==> config.mk <==
export PLATFORM = sky130hd
export DESIGN_NAME = c1541_gcr_write
export DESIGN_NICKNAME = d
export VERILOG_FILES = /design/src/rtl/c1541_gcr_write.sv
export SDC_FILE = /design/constraint.sdc
export NUM_CORES = 1
export LEC_CHECK = 0
export ABC_AREA = 1
export ABC_CLOCK_PERIOD_IN_PS = 2500
export BUFFER_PORTS_ARGS = -buffer_cell sky130_fd_sc_hd__buf_4
export CORE_MARGIN = 5
export CORE_UTILIZATION = 40
export CTS_CLUSTER_SIZE = 24
export DETAILED_ROUTE_END_ITERATION = 12
export PLACE_DENSITY = 0.6
export SYNTH_ARGS = -nofsm -noshare
export SYNTH_HDL_FRONTEND = slang
export SYNTH_SLANG_ARGS = --single-unit
==> constraint.sdc <==
create_clock -name clk_c1541 -period 2.5 [get_ports clk_c1541]
set_input_delay 0.375 -clock clk_c1541 [delete_from_list [all_inputs] [get_ports clk_c1541]]
set_output_delay 0.375 -clock clk_c1541 [all_outputs]
set_load 0.05 [all_outputs]
==> src/rtl/c1541_gcr_write.sv <==
// Write-path GCR decoder: finds sync, decodes 5-to-4 GCR data blocks ($07) into the track buffer and checks the XOR checksum.
// Latency: the 5th GCR byte of a group produces its first ram_we 2 clk later; the following payload bytes of that group go out one per clk.
// Backpressure: none. The 16-clk minimum byte spacing covers the 4-write burst; a falling ram_ready_i aborts the block instead.
//
// Ports:
//   clk_c1541, reset       drive clock, synchronous active-high reset
//   mtr_i, mode_i          block is active only when the motor is on and mode is write (0)
//   gcr_di_i, byte_stb_i   GCR byte stream from the drive logic, one strobe per byte
//   cur_sector_i           sector of the last header seen by the read side
//   ram_ready_i            track buffer loaded and free
//   ram_addr_o/do_o/we_o   track buffer write port; ram_sector_o is the sector latched at block start
//   blk_done_o, blk_err_o  one-cycle completion pulses (never both high)
//   busy_o                 a block is in progress
module c1541_gcr_write #(
    parameter int SYNC_MIN    = 2,
    parameter int NUM_SECTORS = 21
) (
    input  logic       clk_c1541,
    input  logic       reset,
    input  logic       mtr_i,
    input  logic       mode_i,
    input  logic [7:0] gcr_di_i,
    input  logic       byte_stb_i,
    input  logic [4:0] cur_sector_i,
    input  logic       ram_ready_i,
    output logic [7:0] ram_addr_o,
    output logic [7:0] ram_do_o,
    output logic       ram_we_o,
    output logic [4:0] ram_sector_o,
    output logic       blk_done_o,
    output logic       blk_err_o,
    output logic       busy_o
);

    typedef enum logic [2:0] {S_IDLE, S_SYNC, S_ID, S_DATA, S_CHK, S_TAIL} state_t;

    localparam logic [2:0] SYNC_MIN_W = 3'(SYNC_MIN);
    localparam logic [5:0] NUM_SEC_W  = 6'(NUM_SECTORS);

    state_t          state_q;
    logic [2:0]      ff_cnt_q;
    logic [2:0]      gcnt_q;      // GCR bytes of the current group already received
    logic [31:0]     sr_q;        // first four GCR bytes of the group, oldest in the top byte
    logic [3:0][7:0] dec_q;       // decoded group, dec_q[0] is the first byte
    logic            dec_bad_q;
    logic            dec_vld_q;   // one-cycle flag: dec_q was just loaded
    logic [1:0]      wr_sel_q;    // next byte of dec_q to write (reused as TAIL byte counter)
    logic            wr_act_q;
    logic [7:0]      chk_q;
    logic            chk_ok_q;
    logic [7:0]      ram_addr_q;
    logic [7:0]      ram_do_q;
    logic            ram_we_q;
    logic [4:0]      ram_sector_q;
    logic            blk_done_q;
    logic            blk_err_q;

    // Returns {invalid, nibble}.
    function automatic logic [4:0] gcr_dec(input logic [4:0] q);
        case (q)
            5'h0A: gcr_dec = 5'h00;  5'h0B: gcr_dec = 5'h01;
            5'h12: gcr_dec = 5'h02;  5'h13: gcr_dec = 5'h03;
            5'h0E: gcr_dec = 5'h04;  5'h0F: gcr_dec = 5'h05;
            5'h16: gcr_dec = 5'h06;  5'h17: gcr_dec = 5'h07;
            5'h09: gcr_dec = 5'h08;  5'h19: gcr_dec = 5'h09;
            5'h1A: gcr_dec = 5'h0A;  5'h1B: gcr_dec = 5'h0B;
            5'h0D: gcr_dec = 5'h0C;  5'h1D: gcr_dec = 5'h0D;
            5'h1E: gcr_dec = 5'h0E;  5'h15: gcr_dec = 5'h0F;
            default: gcr_dec = 5'h10;
        endcase
    endfunction

    // The group decodes straight off the 5th byte as it arrives.
    logic [39:0]     full_d;
    logic [7:0][4:0] qd_d;
    logic [3:0][7:0] grp_d;
    logic            grp_bad_d;

    assign full_d = {sr_q, gcr_di_i};

    for (genvar i = 0; i < 8; i++) begin : g_quint
        assign qd_d[i] = gcr_dec(full_d[39-5*i -: 5]);
    end
    for (genvar b = 0; b < 4; b++) begin : g_byte
        assign grp_d[b] = {qd_d[2*b][3:0], qd_d[2*b+1][3:0]};
    end
    assign grp_bad_d = qd_d[0][4] | qd_d[1][4] | qd_d[2][4] | qd_d[3][4]
                     | qd_d[4][4] | qd_d[5][4] | qd_d[6][4] | qd_d[7][4];

    // ram_addr_q holds the address of the write on the bus and steps once
    // after every write, so the address of a write issued now accounts for
    // one still on the bus.
    logic [7:0] wr_addr_d;
    logic [7:0] wr_byte_d;
    logic       act_d;

    assign wr_addr_d = ram_addr_q + {7'd0, ram_we_q};
    assign wr_byte_d = dec_vld_q ? dec_q[0] : dec_q[wr_sel_q];
    assign act_d     = ~mode_i & mtr_i;

    always_ff @(posedge clk_c1541) begin
        if (reset) begin
            state_q      <= S_IDLE;
            ff_cnt_q     <= '0;
            gcnt_q       <= '0;
            sr_q         <= '0;
            dec_q        <= '0;
            dec_bad_q    <= 1'b0;
            dec_vld_q    <= 1'b0;
            wr_sel_q     <= '0;
            wr_act_q     <= 1'b0;
            chk_q        <= '0;
            chk_ok_q     <= 1'b0;
            ram_addr_q   <= '0;
            ram_do_q     <= '0;
            ram_we_q     <= 1'b0;
            ram_sector_q <= '0;
            blk_done_q   <= 1'b0;
            blk_err_q    <= 1'b0;
        end else begin
            ram_we_q   <= 1'b0;
            blk_done_q <= 1'b0;
            blk_err_q  <= 1'b0;
            dec_vld_q  <= 1'b0;
            if (ram_we_q) ram_addr_q <= ram_addr_q + 8'd1;

            if (!act_d) begin
                if (state_q == S_DATA) blk_err_q <= 1'b1;
                state_q  <= S_IDLE;
                ff_cnt_q <= '0;
                gcnt_q   <= '0;
                wr_act_q <= 1'b0;
            end else begin
                case (state_q)
                    S_IDLE: state_q <= S_SYNC;

                    S_SYNC: if (byte_stb_i) begin
                        if (gcr_di_i == 8'hFF) begin
                            if (ff_cnt_q != 3'd7) ff_cnt_q <= ff_cnt_q + 3'd1;
                        end else begin
                            ff_cnt_q <= '0;
                            // First non-sync byte after enough sync starts group 0.
                            if (ff_cnt_q >= SYNC_MIN_W) begin
                                sr_q    <= {sr_q[23:0], gcr_di_i};
                                gcnt_q  <= 3'd1;
                                state_q <= S_ID;
                            end
                        end
                    end

                    S_ID: begin
                        if (dec_vld_q) begin
                            if (dec_bad_q) begin
                                blk_err_q <= 1'b1;
                                state_q   <= S_SYNC;
                            end else if (dec_q[0] != 8'h07) begin
                                state_q <= S_SYNC;      // header or foreign block
                            end else if (!ram_ready_i || {1'b0, cur_sector_i} >= NUM_SEC_W) begin
                                blk_err_q <= 1'b1;
                                state_q   <= S_SYNC;
                            end else begin
                                // Bytes 1..3 of group 0 are payload 0..2.
                                ram_sector_q <= cur_sector_i;
                                ram_addr_q   <= '0;
                                ram_we_q     <= 1'b1;
                                ram_do_q     <= dec_q[1];
                                chk_q        <= dec_q[1];
                                wr_sel_q     <= 2'd2;
                                wr_act_q     <= 1'b1;
                                state_q      <= S_DATA;
                            end
                        end else if (byte_stb_i) begin
                            sr_q <= {sr_q[23:0], gcr_di_i};
                            if (gcnt_q == 3'd4) begin
                                dec_q     <= grp_d;
                                dec_bad_q <= grp_bad_d;
                                dec_vld_q <= 1'b1;
                                gcnt_q    <= '0;
                            end else begin
                                gcnt_q <= gcnt_q + 3'd1;
                            end
                        end
                    end

                    S_DATA: begin
                        if (!ram_ready_i) begin
                            blk_err_q <= 1'b1;
                            state_q   <= S_SYNC;
                            ff_cnt_q  <= '0;
                            gcnt_q    <= '0;
                            wr_act_q  <= 1'b0;
                        end else if (byte_stb_i && gcr_di_i == 8'hFF) begin
                            // Resync mid-block: this $FF is the first of the new sync run.
                            blk_err_q <= 1'b1;
                            state_q   <= S_SYNC;
                            ff_cnt_q  <= 3'd1;
                            gcnt_q    <= '0;
                            wr_act_q  <= 1'b0;
                        end else if (dec_vld_q && dec_bad_q) begin
                            blk_err_q <= 1'b1;
                            state_q   <= S_SYNC;
                            ff_cnt_q  <= '0;
                            wr_act_q  <= 1'b0;
                        end else if (dec_vld_q || wr_act_q) begin
                            ram_we_q <= 1'b1;
                            ram_do_q <= wr_byte_d;
                            chk_q    <= chk_q ^ wr_byte_d;
                            if (wr_addr_d == 8'hFF) begin
                                // Last payload byte is byte 0 of the final group;
                                // byte 1 of that group is the checksum.
                                wr_act_q <= 1'b0;
                                state_q  <= S_CHK;
                            end else if (dec_vld_q) begin
                                wr_sel_q <= 2'd1;
                                wr_act_q <= 1'b1;
                            end else begin
                                wr_sel_q <= wr_sel_q + 2'd1;
                                if (wr_sel_q == 2'd3) wr_act_q <= 1'b0;
                            end
                        end else if (byte_stb_i) begin
                            sr_q <= {sr_q[23:0], gcr_di_i};
                            if (gcnt_q == 3'd4) begin
                                dec_q     <= grp_d;
                                dec_bad_q <= grp_bad_d;
                                dec_vld_q <= 1'b1;
                                gcnt_q    <= '0;
                            end else begin
                                gcnt_q <= gcnt_q + 3'd1;
                            end
                        end
                    end

                    S_CHK: begin
                        chk_ok_q <= (chk_q == dec_q[1]);
                        if (chk_q != dec_q[1]) blk_err_q <= 1'b1;
                        wr_sel_q <= 2'd2;
                        state_q  <= S_TAIL;
                    end

                    // The two off bytes are already in dec_q; step past them unchecked.
                    S_TAIL: begin
                        if (wr_sel_q == 2'd3) begin
                            blk_done_q <= chk_ok_q;
                            ff_cnt_q   <= '0;
                            state_q    <= S_SYNC;
                        end else begin
                            wr_sel_q <= wr_sel_q + 2'd1;
                        end
                    end

                    default: state_q <= S_IDLE;
                endcase
            end
        end
    end

    assign ram_addr_o   = ram_addr_q;
    assign ram_do_o     = ram_do_q;
    assign ram_we_o     = ram_we_q;
    assign ram_sector_o = ram_sector_q;
    assign blk_done_o   = blk_done_q;
    assign blk_err_o    = blk_err_q;
    assign busy_o       = (state_q == S_ID) || (state_q == S_DATA)
                       || (state_q == S_CHK) || (state_q == S_TAIL);

endmodule

==> results.yml, run 1 <==
yosys:
  netlist_instances: 1233
  yosys.area_share.simple_pct: 32.5
  yosysTopAreaCellShare_pct: 33.6
  synth_fa_ha_area_share_pct: 8.35
  synthMuxAreaShare_pct: 0
  synthTopCellsByCount: "287 x nand2_1, 150 x inv_1, 141 x dfxtp_1, 133 x nor2_1, 103 x nand3_1"
  synth.most_common_cell: "nand2_1"
  ys_ff_latch: 141
  synth_nets: 1308
  async_reset_ff_share_pct: 0
  yosys-top-cells-area: "dfxtp_1 34%, nand2_1 13%, ha_1 8.3%"
  synth_top_family_by_area: "simple AND/OR/NAND/NOR gates"
  synth_edf_count: 0
  syn_area_sq_um: 8390
  ys_types: 43
  yosysWarnings: 0
  ys.flop_type: "dfxtp_1"
  synth.avg_cell_area_sq_um: 6.81
  synth_seq_area_share_pct: 33.6
  synth_compound_area_share_pct: 15.3
  synth_top_area_cell: "dfxtp_1"
  synth-xor-area-share_pct: 0.626
placed_design:
  port_buffers: 43
  dp_hpwl_um: 17100
  dp_cells: 1627
  place_congestion: 0.904
  pre_cts_ws_ns: -0.230
floorplanning:
  die_h_um: 155
  dieArea_sq_um: 24000
  core_sq_um: 20800
  fp-row-count: 53
  die_x_um: 155
  initial_utilization_pct: 40.3
  num_io_pins: 44
finish:
  fin_nets: 1457
  syn_to_final_growth_pct: 30.8
  drive_above_1_share_pct: 23.8
  finalNonFillerCells: 1669
  num-fill-cells: 2049
  antenna_cells: 0
sta:
  finalHoldViolCount: 0
  finalWorstSetupSlack_ns: -0.0186
  min_period_over_period_pct: 101
  finalSetupViolations: 4
  worst_pin_slew_ns: 0.541
  drv_slew: 0
  fmax_mhz: 397
  max_slew_margin_pct: 63.9
  skew_ns: 0.00947
  min_period_ns: 2.52
  rsz0062_at_grt: "yes"
route:
  drt_iter0_markers: 595
  wl_met2_um: 10600
  wl_per_cell_um: 13.9
  vias: 8313
  met1Wirelength_um: 11100
  wl_met3_um: 949
  highest_layer: "met4"
  final_antenna_net_count: 0
  drt_wl_total_um: 23100
  drc_errors: 0
  drt-vias-per-instance: 4.98
  firstDrtPassIters: 6
critical_path:
  critPathRequiredTime_ns: 2.82
  crit_slowest_cell: "dfxtp_2"
  startpoint_type: "flop"
  reg2reg_depth: 20
  r2r_end: "qd_d[4]$_DFF_P_"
  endpoint_kind: "flop"
  critPathMaxStageDelay_ns: 0.33
  crit_path_frequent_cell: "nand2_1"
  worstPathMaxFanout: 5
  arrival_ns: 2.84
  rrSetupSlack_ns: -0.02
  critical_path_class: "reg -> reg"
  path_cells: "inv_2 > ha_4 > nand2_2 > nand2_1 > nor2_2 > nand2_1 > nor2_4 > buf_12 > buf_4 > nor2_2 > nor2_2 > inv_1 > ha_1 > inv_1 > nand4_1 > nand2_1 > nand2_1 > nand2_1 > nand2_1 > nand2_1"
  rr_startpoint: "state_q[2]$_SDFFE_PP0P_"
worst_hold_path:
  hold_end: "ram_sector_o[4]$_SDFFE_PP0P_"
  hp-start: "cur_sector_i[4]"
  hold_path.class: "in -> reg"
  hold_depth: 3
clock_tree:
  clock_latency_ns: 0.43
  cts.path.max_buffers: 2
  cts_tree: "built"
  postCtsHoldBufs: 0
  cts.sinks: 141
  path_clk_slew_ns: 0.06
  cts_buffers: 17
  clockRootBuffer: "clkbuf_16"
  h-tree-depth: 4
global_route:
  antenna_found_initial: 0
  grt.total_usage_pct: 18.7
  grt_max_degree: 37
  overflow: 0
  first_global_vias: 7476
  grt_first_pass_wirelength_um: 36700
power:
  vdd_drop_max_uv: 409
  power_density_nw_per_um2: 537
  leakage_uw: 0.00495
job:
  max-cap-violations: 0
outcome:
  violations: "negative setup slack"
  status: "finished with violations"
==> worst max-delay path by stage <==
stage / startpoint / endpoint / slack [ns] / cells after the start
floorplan: gcr_di_i[0] / qd_d[24]$_DFF_P_ / 0.03 / 20
global placement: gcr_di_i[0] / qd_d[4]$_DFF_P_ / -0.18 / 22
detailed placement: gcr_di_i[0] / grp_d[23]$_DFF_P_ / -0.23 / 19
CTS: state_q[2]$_SDFFE_PP0P_ / qd_d[9]$_DFF_P_ / 0.005 / 19
global route: state_q[2]$_SDFFE_PP0P_ / qd_d[19]$_DFF_P_ / -0.16 / 20
finish: state_q[2]$_SDFFE_PP0P_ / qd_d[4]$_DFF_P_ / -0.02 / 20
==> cell type report <==
cell class                      count  area (sq um)  share of cell area (%)
Multi-Input combinational cell    893          5090                    46.4
Clock buffer                       19           443                    4.04
Sequential cell                   141          2830                    25.8
Timing Repair Buffer              169          1400                    12.7
Tap cell                          275           344                    3.14
Clock inverter                     12           265                    2.42
Inverter                          160           606                    5.52
==> power breakdown <==
group          internal (uW)  leakage, uW  total (uW)  switching (uW)
clock network           2090     0.000339        3070             981
logic                    219      0.00347         538             319
registers               2270      0.00114        2280            13.4
total                   4570      0.00495        5890            1310
==> registers in the layout, summed over array words and instances, names as in the netlist, 2 cells and up <==
name	cells
ram_sector_o	5
qd_d	6
dec_q	32
grp_d	24
ram_addr_o	8
ram_do_o	8
gcnt_q	3
wr_sel_q	2
sr_q	32
state_q	3
ff_cnt_q	3
chk_q	8
==> placed cells by master (no fill, tap or decap), types with 4 or more instances in the layout <==
cell type and n:
a211oi_1 8, a21oi_1 73, a31oi_1 4, buf_12 6, buf_4 156, buf_6 5, bufinv_16 8, clkbuf_16 19
dfxtp_1 137, ha_1 42, ha_2 7, ha_4 7, inv_1 137, inv_2 18, nand2_1 271, nand2_2 18
nand2_4 5, nand3_1 97, nand3_2 12, nand3_4 6, nand4_1 28, nor2_1 114, nor2_2 25, nor2_4 14
nor3_1 13, o211ai_1 11, o21ai_0 89, o21ai_2 7, o21bai_1 6, xnor2_1 6
==> kinds of logic (layout without fill, tap and decap cells) <==
logic type                 Yosys count  count (layout)
buffers and inverters              199             360
xor gates and xnor gates             6               6
AOI/OAI and AO/OA                  220             220
DFF                                141             141
and+or+nand+nor                    611             611
adders and majority gates           56              56
==> per-stage QoR <==
| stage | instance area, sq um | TNS (ns) | hold slack, ns | total power, uW | utilization, % |
|---|---|---|---|---|---|
| after floorplan | 8400 | 0 | 0.418 | 2620 | - |
| after global placement | 9800 | -3.75 | 0.432 | 2810 | 47.1 |
| after detailed placement | 9800 | -5.38 | 0.430 | 2810 | 47.1 |
| after CTS | 10500 | 0 | 0.228 | 5880 | 50.5 |
| after global routing | 11000 | -1.85 | 0.244 | 6070 | 52.7 |
| final | 11000 | -0.0596 | 0.239 | 5890 | 52.7 |
==> worst max-delay path, delay by kind of cell, from the launching register on <==
kind / cells / cell delay [ns]
simple gates: 13 / 1.21
fa+ha+maj: 2 / 0.44
buf+inv: 5 / 0.41
flops: 1 / 0.33
==> per-layer routing <==
layer / global-route usage [%] / up-vias
met2: 30.2 / 194
met1: 25.8 / 3751
li1: - / 4333
met4: 6.10 / 0
met3: 2.74 / 35
met5: 0 / -
==> what timing repair did <==
| item | CTS | global route |
|---|---|---|
| gates resized for setup | 3 | 97 |
| buffers inserted | 0 | 8 |
| pin swaps | 2 | 28 |
| cloned | 0 | 3 |
| endpoints found under the setup margin | 6 | 48 |
Note: power is estimated with default switching activity, not from simulation.
==> run 2, diff against run 1 <==
--- a/config.mk
+++ b/config.mk
@@ -13,6 +13,7 @@
 export CTS_CLUSTER_SIZE = 24
 export DETAILED_ROUTE_END_ITERATION = 12
 export PLACE_DENSITY = 0.6
+export SETUP_SLACK_MARGIN = 0.02
 export SYNTH_ARGS = -nofsm -noshare
 export SYNTH_HDL_FRONTEND = slang
 export SYNTH_SLANG_ARGS = --single-unit
==> run 2 against run 1 <==
The flow still finishes with violations (negative setup slack). Sequential power barely moved. Sequential share of layout area fell by 0.56 points. Clock skew rose by 0.0086 ns. Critical path depth fell by 5. Cell area rose by 2.2%. Sequential cell count did not move. Worst setup slack got worse by 0.048 ns. Non-clock buffer count rose by 1. Critical endpoint is now grp_d[15]$_DFF_P_.
==> results.yml, run 2 (synthesized netlist as in run 1, its figures left out) <==
critical_path:
  critical_path_class: "reg -> reg"
  path_cells: "buf_6 > nand3_1 > inv_1 > nand2_1 > nand2_1 > nor2_4 > clkbuf_16 > nor2_4 > nor2_4 > inv_4 > ha_2 > buf_4 > buf_4 > nand2_1 > nand2_2"
  rrSetupSlack_ns: -0.07
  critPathMaxStageDelay_ns: 0.36
  rr_startpoint: "state_q[1]$_SDFFE_PP0P_"
  endpoint_kind: "flop"
  critPathBufInv: 6
  arrival_ns: 2.87
  r2r_end: "grp_d[15]$_DFF_P_"
  cp_top_family: "simple AND/OR/NAND/NOR gates"
  startpoint_type: "flop"
  reg2reg_depth: 15
  critPathRequiredTime_ns: 2.80
  crit_slowest_cell: "dfxtp_4"
  worstPathMaxFanout: 5
placed_design:
  pre_cts_ws_ns: -0.230
  place_congestion: 0.904
  port_buffers: 43
  dp_hpwl_um: 17100
  dp_cells: 1627
outcome:
  violations: "negative setup slack"
  status: "finished with violations"
sta:
  tns_ns: -0.182
  skew_ns: 0.0181
  fmax_mhz: 390
  finalHoldViolCount: 0
  finalSetupViolations: 5
  drv_slew: 0
  max_slew_margin_pct: 63.8
  min_period_over_period_pct: 103
  worst_pin_slew_ns: 0.542
  rsz0062_at_grt: "yes"
  finalWorstSetupSlack_ns: -0.0666
  min_period_ns: 2.57
clock_tree:
  clockRootBuffer: "clkbuf_16"
  cts_tree: "built"
  cts.sinks: 141
  clock_latency_ns: 0.44
  path_clk_slew_ns: 0.07
  cts.path.max_buffers: 2
  cts_buffers: 17
  h-tree-depth: 4
finish:
  final_cell_mix: "259 x nand2_1, 149 x buf_4, 138 x dfxtp_1"
  drive_above_1_share_pct: 26.5
  fin_nets: 1458
  finalNonFillerCells: 1670
  antenna_cells: 0
  final_common_cell: "nand2_1"
  syn_to_final_growth_pct: 33.6
power:
  leakage_uw: 0.00499
  vdd_drop_max_uv: 411
  power.total_uw: 5910
  power_density_nw_per_um2: 527
route:
  vias: 8409
  final_antenna_net_count: 0
  firstDrtPassIters: 7
  drt_iter0_markers: 633
  drc_errors: 0
  drt-vias-per-instance: 5.04
  wl_per_cell_um: 14.1
  drt_wl_total_um: 23500
global_route:
  grt_first_pass_wirelength_um: 36700
  grt_max_degree: 37
  grt.total_usage_pct: 18.7
  overflow: 0
  first_global_vias: 7478
  antenna_found_initial: 0
worst_hold_path:
  hold_end: "ram_sector_o[4]$_SDFFE_PP0P_"
  hold_path.class: "in -> reg"
  hp-start: "cur_sector_i[4]"
  hold_depth: 3
floorplanning:
  core_sq_um: 20800
  dieArea_sq_um: 24000
  die_x_um: 155
  num_io_pins: 44
  initial_utilization_pct: 40.3
  fp-row-count: 53
  die_h_um: 155
job:
  max-cap-violations: 0
## run 2: cell count changes in the layout (fill, tap and decap cells not counted), sizes merged
cell / previous run / this run
buf: 167 / 168
clkinv: 5 / 4
inv: 157 / 156
clkinvlp: 2 / 4
## run 2: metal layers
| metal | share of wire (%) | track usage [%] | vias to the layer above |
|---|---|---|---|
| met5 | 0 | 0 | - |
| met4 | 1.5 | 6.10 | 0 |
| met3 | 4.5 | 2.74 | 27 |
| met2 | 47 | 30.2 | 208 |
| met1 | 47 | 25.8 | 3828 |
| li1 | - | - | 4346 |
## run 2: area by class of cell
cell class / count / area [sq um]
fill: 2028 / 9610
clock buffer: 19 / 443
clock inverter: 12 / 265
inverter: 160 / 616
sequential: 141 / 2830
tap: 275 / 344
multi-input combinational: 893 / 5270
timing repair buffer: 170 / 1440
## run 2: repair_timing
| item | CTS | global route |
|---|---|---|
| gates cloned | 0 | 3 |
| buffers inserted | 0 | 10 |
| pin swaps | 2 | 71 |
| hold buffers | 0 | 0 |
| endpoints found under the setup margin | 13 | 51 |
| gates resized for setup | 7 | 146 |
## run 2: worst max-delay path by stage
stage,start,cells past startpoint,slack (ns),end
2_1_floorplan,gcr_di_i[0],20,0.03,qd_d[24]$_DFF_P_
3_3_place_gp,gcr_di_i[0],22,-0.18,qd_d[4]$_DFF_P_
3_5_place_dp,gcr_di_i[0],19,-0.23,grp_d[23]$_DFF_P_
4_1_cts,ff_cnt_q[0]$_SDFFE_PP0P_,21,0.02,qd_d[29]$_DFF_P_
5_1_grt,state_q[1]$_SDFFE_PP0P_,20,-0.19,qd_d[29]$_DFF_P_
6_report,state_q[1]$_SDFFE_PP0P_,15,-0.07,grp_d[15]$_DFF_P_
## run 2: power by group
group / total, uW / switching (uW) / internal (uW) / leakage, uW
logic: 563 / 332 / 231 / 0.00351
clock network: 3070 / 980 / 2090 / 0.000339
registers: 2280 / 13.8 / 2270 / 0.00114
## run 2: tightest hold or removal path, cell delays in order
cell and delay (ns):
buf_4 0.08, o21ai_0 0.07, a21oi_1 0.10
## run 2: per-stage QoR
step                      hold slack, ns  util, %  instance area (sq um)
after floorplan                    0.418        -                   8400
after global placement             0.432     47.1                   9800
after detailed placement           0.430     47.1                   9800
after CTS                          0.228     50.6                  10500
after global routing               0.244     53.9                  11200
final                              0.240     53.9                  11200
==> run 3, diff against run 2 <==
--- a/config.mk
+++ b/config.mk
@@ -12,6 +12,7 @@
 export CORE_UTILIZATION = 40
 export CTS_CLUSTER_SIZE = 24
 export DETAILED_ROUTE_END_ITERATION = 12
+export GPL_TIMING_DRIVEN = 0
 export PLACE_DENSITY = 0.6
 export SETUP_SLACK_MARGIN = 0.02
 export SYNTH_ARGS = -nofsm -noshare
==> constraint.sdc (replaced) <==
create_clock -name clk_c1541 -period 2.5 [get_ports clk_c1541]
set_input_delay 0.375 -clock clk_c1541 [delete_from_list [all_inputs] [get_ports clk_c1541]]
set_output_delay 0.375 -clock clk_c1541 [all_outputs]
set_load 0.02 [all_outputs]
==> run 3 against run 2 <==
Critical path depth rose by 8. Utilization fell by 2.5 points. Largest power group unchanged. Clock power fell by 12%. Cell area fell by 4.7%. The flow still finishes with violations (negative setup slack). Clock skew fell by 0.011 ns. Cell count fell by 2.1%. Register-to-register slack improved by 0.03 ns. Combinational power fell by 6.2%.
==> results.yml, run 3 (synthesized netlist as in run 1, its figures left out) <==
sta:
  min_period_ns: 2.53
  skew_ns: 0.00727
  finalHoldViolCount: 0
  worst_pin_slew_ns: 0.799
  finalSetupViolations: 6
  max_slew_margin_pct: 46.7
  drv_slew: 0
  fmax_mhz: 395
  finalWorstSetupSlack_ns: -0.0324
  hold_slack_ns: 0.251
  min_period_over_period_pct: 101
  rsz0062_at_grt: "yes"
clock_tree:
  cts_buffers: 17
  cts_tree: "built"
  h-tree-depth: 4
  clock_latency_ns: 0.43
  clockRootBuffer: "clkbuf_16"
  path_clk_slew_ns: 0.06
  postCtsHoldBufs: 0
  cts.path.max_buffers: 2
  cts.sinks: 141
route:
  drt_iter0_markers: 573
  vias: 8367
  drt_wl_total_um: 24500
  drc_errors: 0
  final_antenna_net_count: 0
  wl_per_cell_um: 15.0
  firstDrtPassIters: 5
  drt-vias-per-instance: 5.12
critical_path:
  reg2reg_depth: 23
  worstPathMaxFanout: 5
  startpoint_type: "flop"
  rrSetupSlack_ns: -0.03
  endpoint_kind: "flop"
  arrival_ns: 2.85
  r2r_end: "qd_d[9]$_DFF_P_"
  critical_path_class: "reg -> reg"
  critPathRequiredTime_ns: 2.82
  rr_startpoint: "ff_cnt_q[0]$_SDFFE_PP0P_"
outcome:
  violations: "negative setup slack"
  status: "finished with violations"
job:
  max-cap-violations: 0
worst_hold_path:
  hold_depth: 3
  hp-start: "cur_sector_i[3]"
  hold_path.class: "in -> reg"
  hold_end: "ram_sector_o[3]$_SDFFE_PP0P_"
power:
  leakage_uw: 0.00469
  vdd_drop_max_uv: 438
  power.total_uw: 5500
  power_density_nw_per_um2: 515
finish:
  fin_nets: 1422
  num-fill-cells: 2082
  syn_to_final_growth_pct: 27.4
  antenna_cells: 0
  final_cell_mix: "263 x nand2_1, 137 x dfxtp_1, 135 x inv_1"
  fin_util_pct: 51.3
  drive_above_1_share_pct: 21.9
  final_common_cell: "nand2_1"
  finalNonFillerCells: 1635
global_route:
  overflow: 0
  grt_max_degree: 17
  antenna_found_initial: 0
  first_global_vias: 7601
  grt_first_pass_wirelength_um: 38900
  grt.total_usage_pct: 20.2
placed_design:
  port_buffers: 39
  dp_hpwl_um: 18000
  dp_cells: 1547
  place_congestion: 0.931
floorplanning:
  initial_utilization_pct: 40.3
  die_h_um: 155
  die_x_um: 155
  dieArea_sq_um: 24000
  fp-row-count: 53
  num_io_pins: 44
  core_sq_um: 20800
[run 3: metal layers]
layer  global-route usage, %  vias up  part of all wire [%]
met2                    32.6      248                    45
met1                    26.8     3796                    46
met4                    8.70        0                   3.2
met3                    3.44       53                   5.7
li1                        -     4270                     -
met5                       0        -                     0
[run 3: where the power goes]
group | internal, uW | switching, uW | leakage [uW]
clock | 1700 | 992 | 0.000310
sequential | 2270 | 13.7 | 0.00114
combinational | 191 | 337 | 0.00324
total | 4160 | 1340 | 0.00469
[run 3: what timing repair did]
action	CTS	global route
cloned	1	2
pin swaps	24	39
endpoints found under the setup margin	30	62
gates resized for setup	67	88
setup buffers	25	30
[run 3: final cells by class]
class,instances,area (sq um),area share (%)
buffer,39,244,2.28
clock inverter,9,130,1.22
tap,275,344,3.22
inverter,160,622,5.82
clock buffer,23,498,4.66
sequential,141,2830,26.5
multi-input combinational,893,5210,48.8
timing repair buffer,95,803,7.52
[run 3: critical path, cell delays in order, from the launching register on]
cell and delay (ns):
dfxtp_2 0.35, inv_2 0.04, ha_1 0.19, nor2_1 0.11
nand2_1 0.08, nor2_2 0.12, nor2_1 0.07, nand2_1 0.11
nor2_4 0.05, buf_12 0.13, buf_12 0.12, buf_16 0.14
nand2_4 0.06, nand2_4 0.05, nor2_4 0.13, inv_2 0.06
ha_4 0.26, inv_2 0.03, nand4_1 0.06, nand2_1 0.07
nand2_1 0.05, nand2_1 0.05, nand2_1 0.05, nand2_1 0.04
[run 3: worst max path at each step]
stage | startpoint | endpoint | slack, ns | cells past startpoint
2_1_floorplan | gcr_di_i[0] | qd_d[24]$_DFF_P_ | 0.03 | 20
3_3_place_gp | gcr_di_i[0] | qd_d[29]$_DFF_P_ | -0.67 | 21
3_5_place_dp | gcr_di_i[0] | qd_d[24]$_DFF_P_ | -0.67 | 21
4_1_cts | state_q[2]$_SDFFE_PP0P_ | qd_d[4]$_DFF_P_ | 0.005 | 20
5_1_grt | ff_cnt_q[0]$_SDFFE_PP0P_ | grp_d[3]$_DFF_P_ | -0.20 | 20
6_report | ff_cnt_q[0]$_SDFFE_PP0P_ | qd_d[9]$_DFF_P_ | -0.03 | 23
[run 3: per-stage QoR]
| stage | setup slack [ns] | TNS, ns | instance area, sq um |
|---|---|---|---|
| 2_1_floorplan | 0.0313 | 0 | 8400 |
| 3_3_place_gp | -0.671 | -25.87 | 9030 |
| 3_5_place_dp | -0.673 | -25.49 | 9030 |
| 4_1_cts | 0.00531 | 0 | 10100 |
| 5_1_grt | -0.198 | -2.64 | 10700 |
| 6_report | -0.0324 | -0.0895 | 10700 |
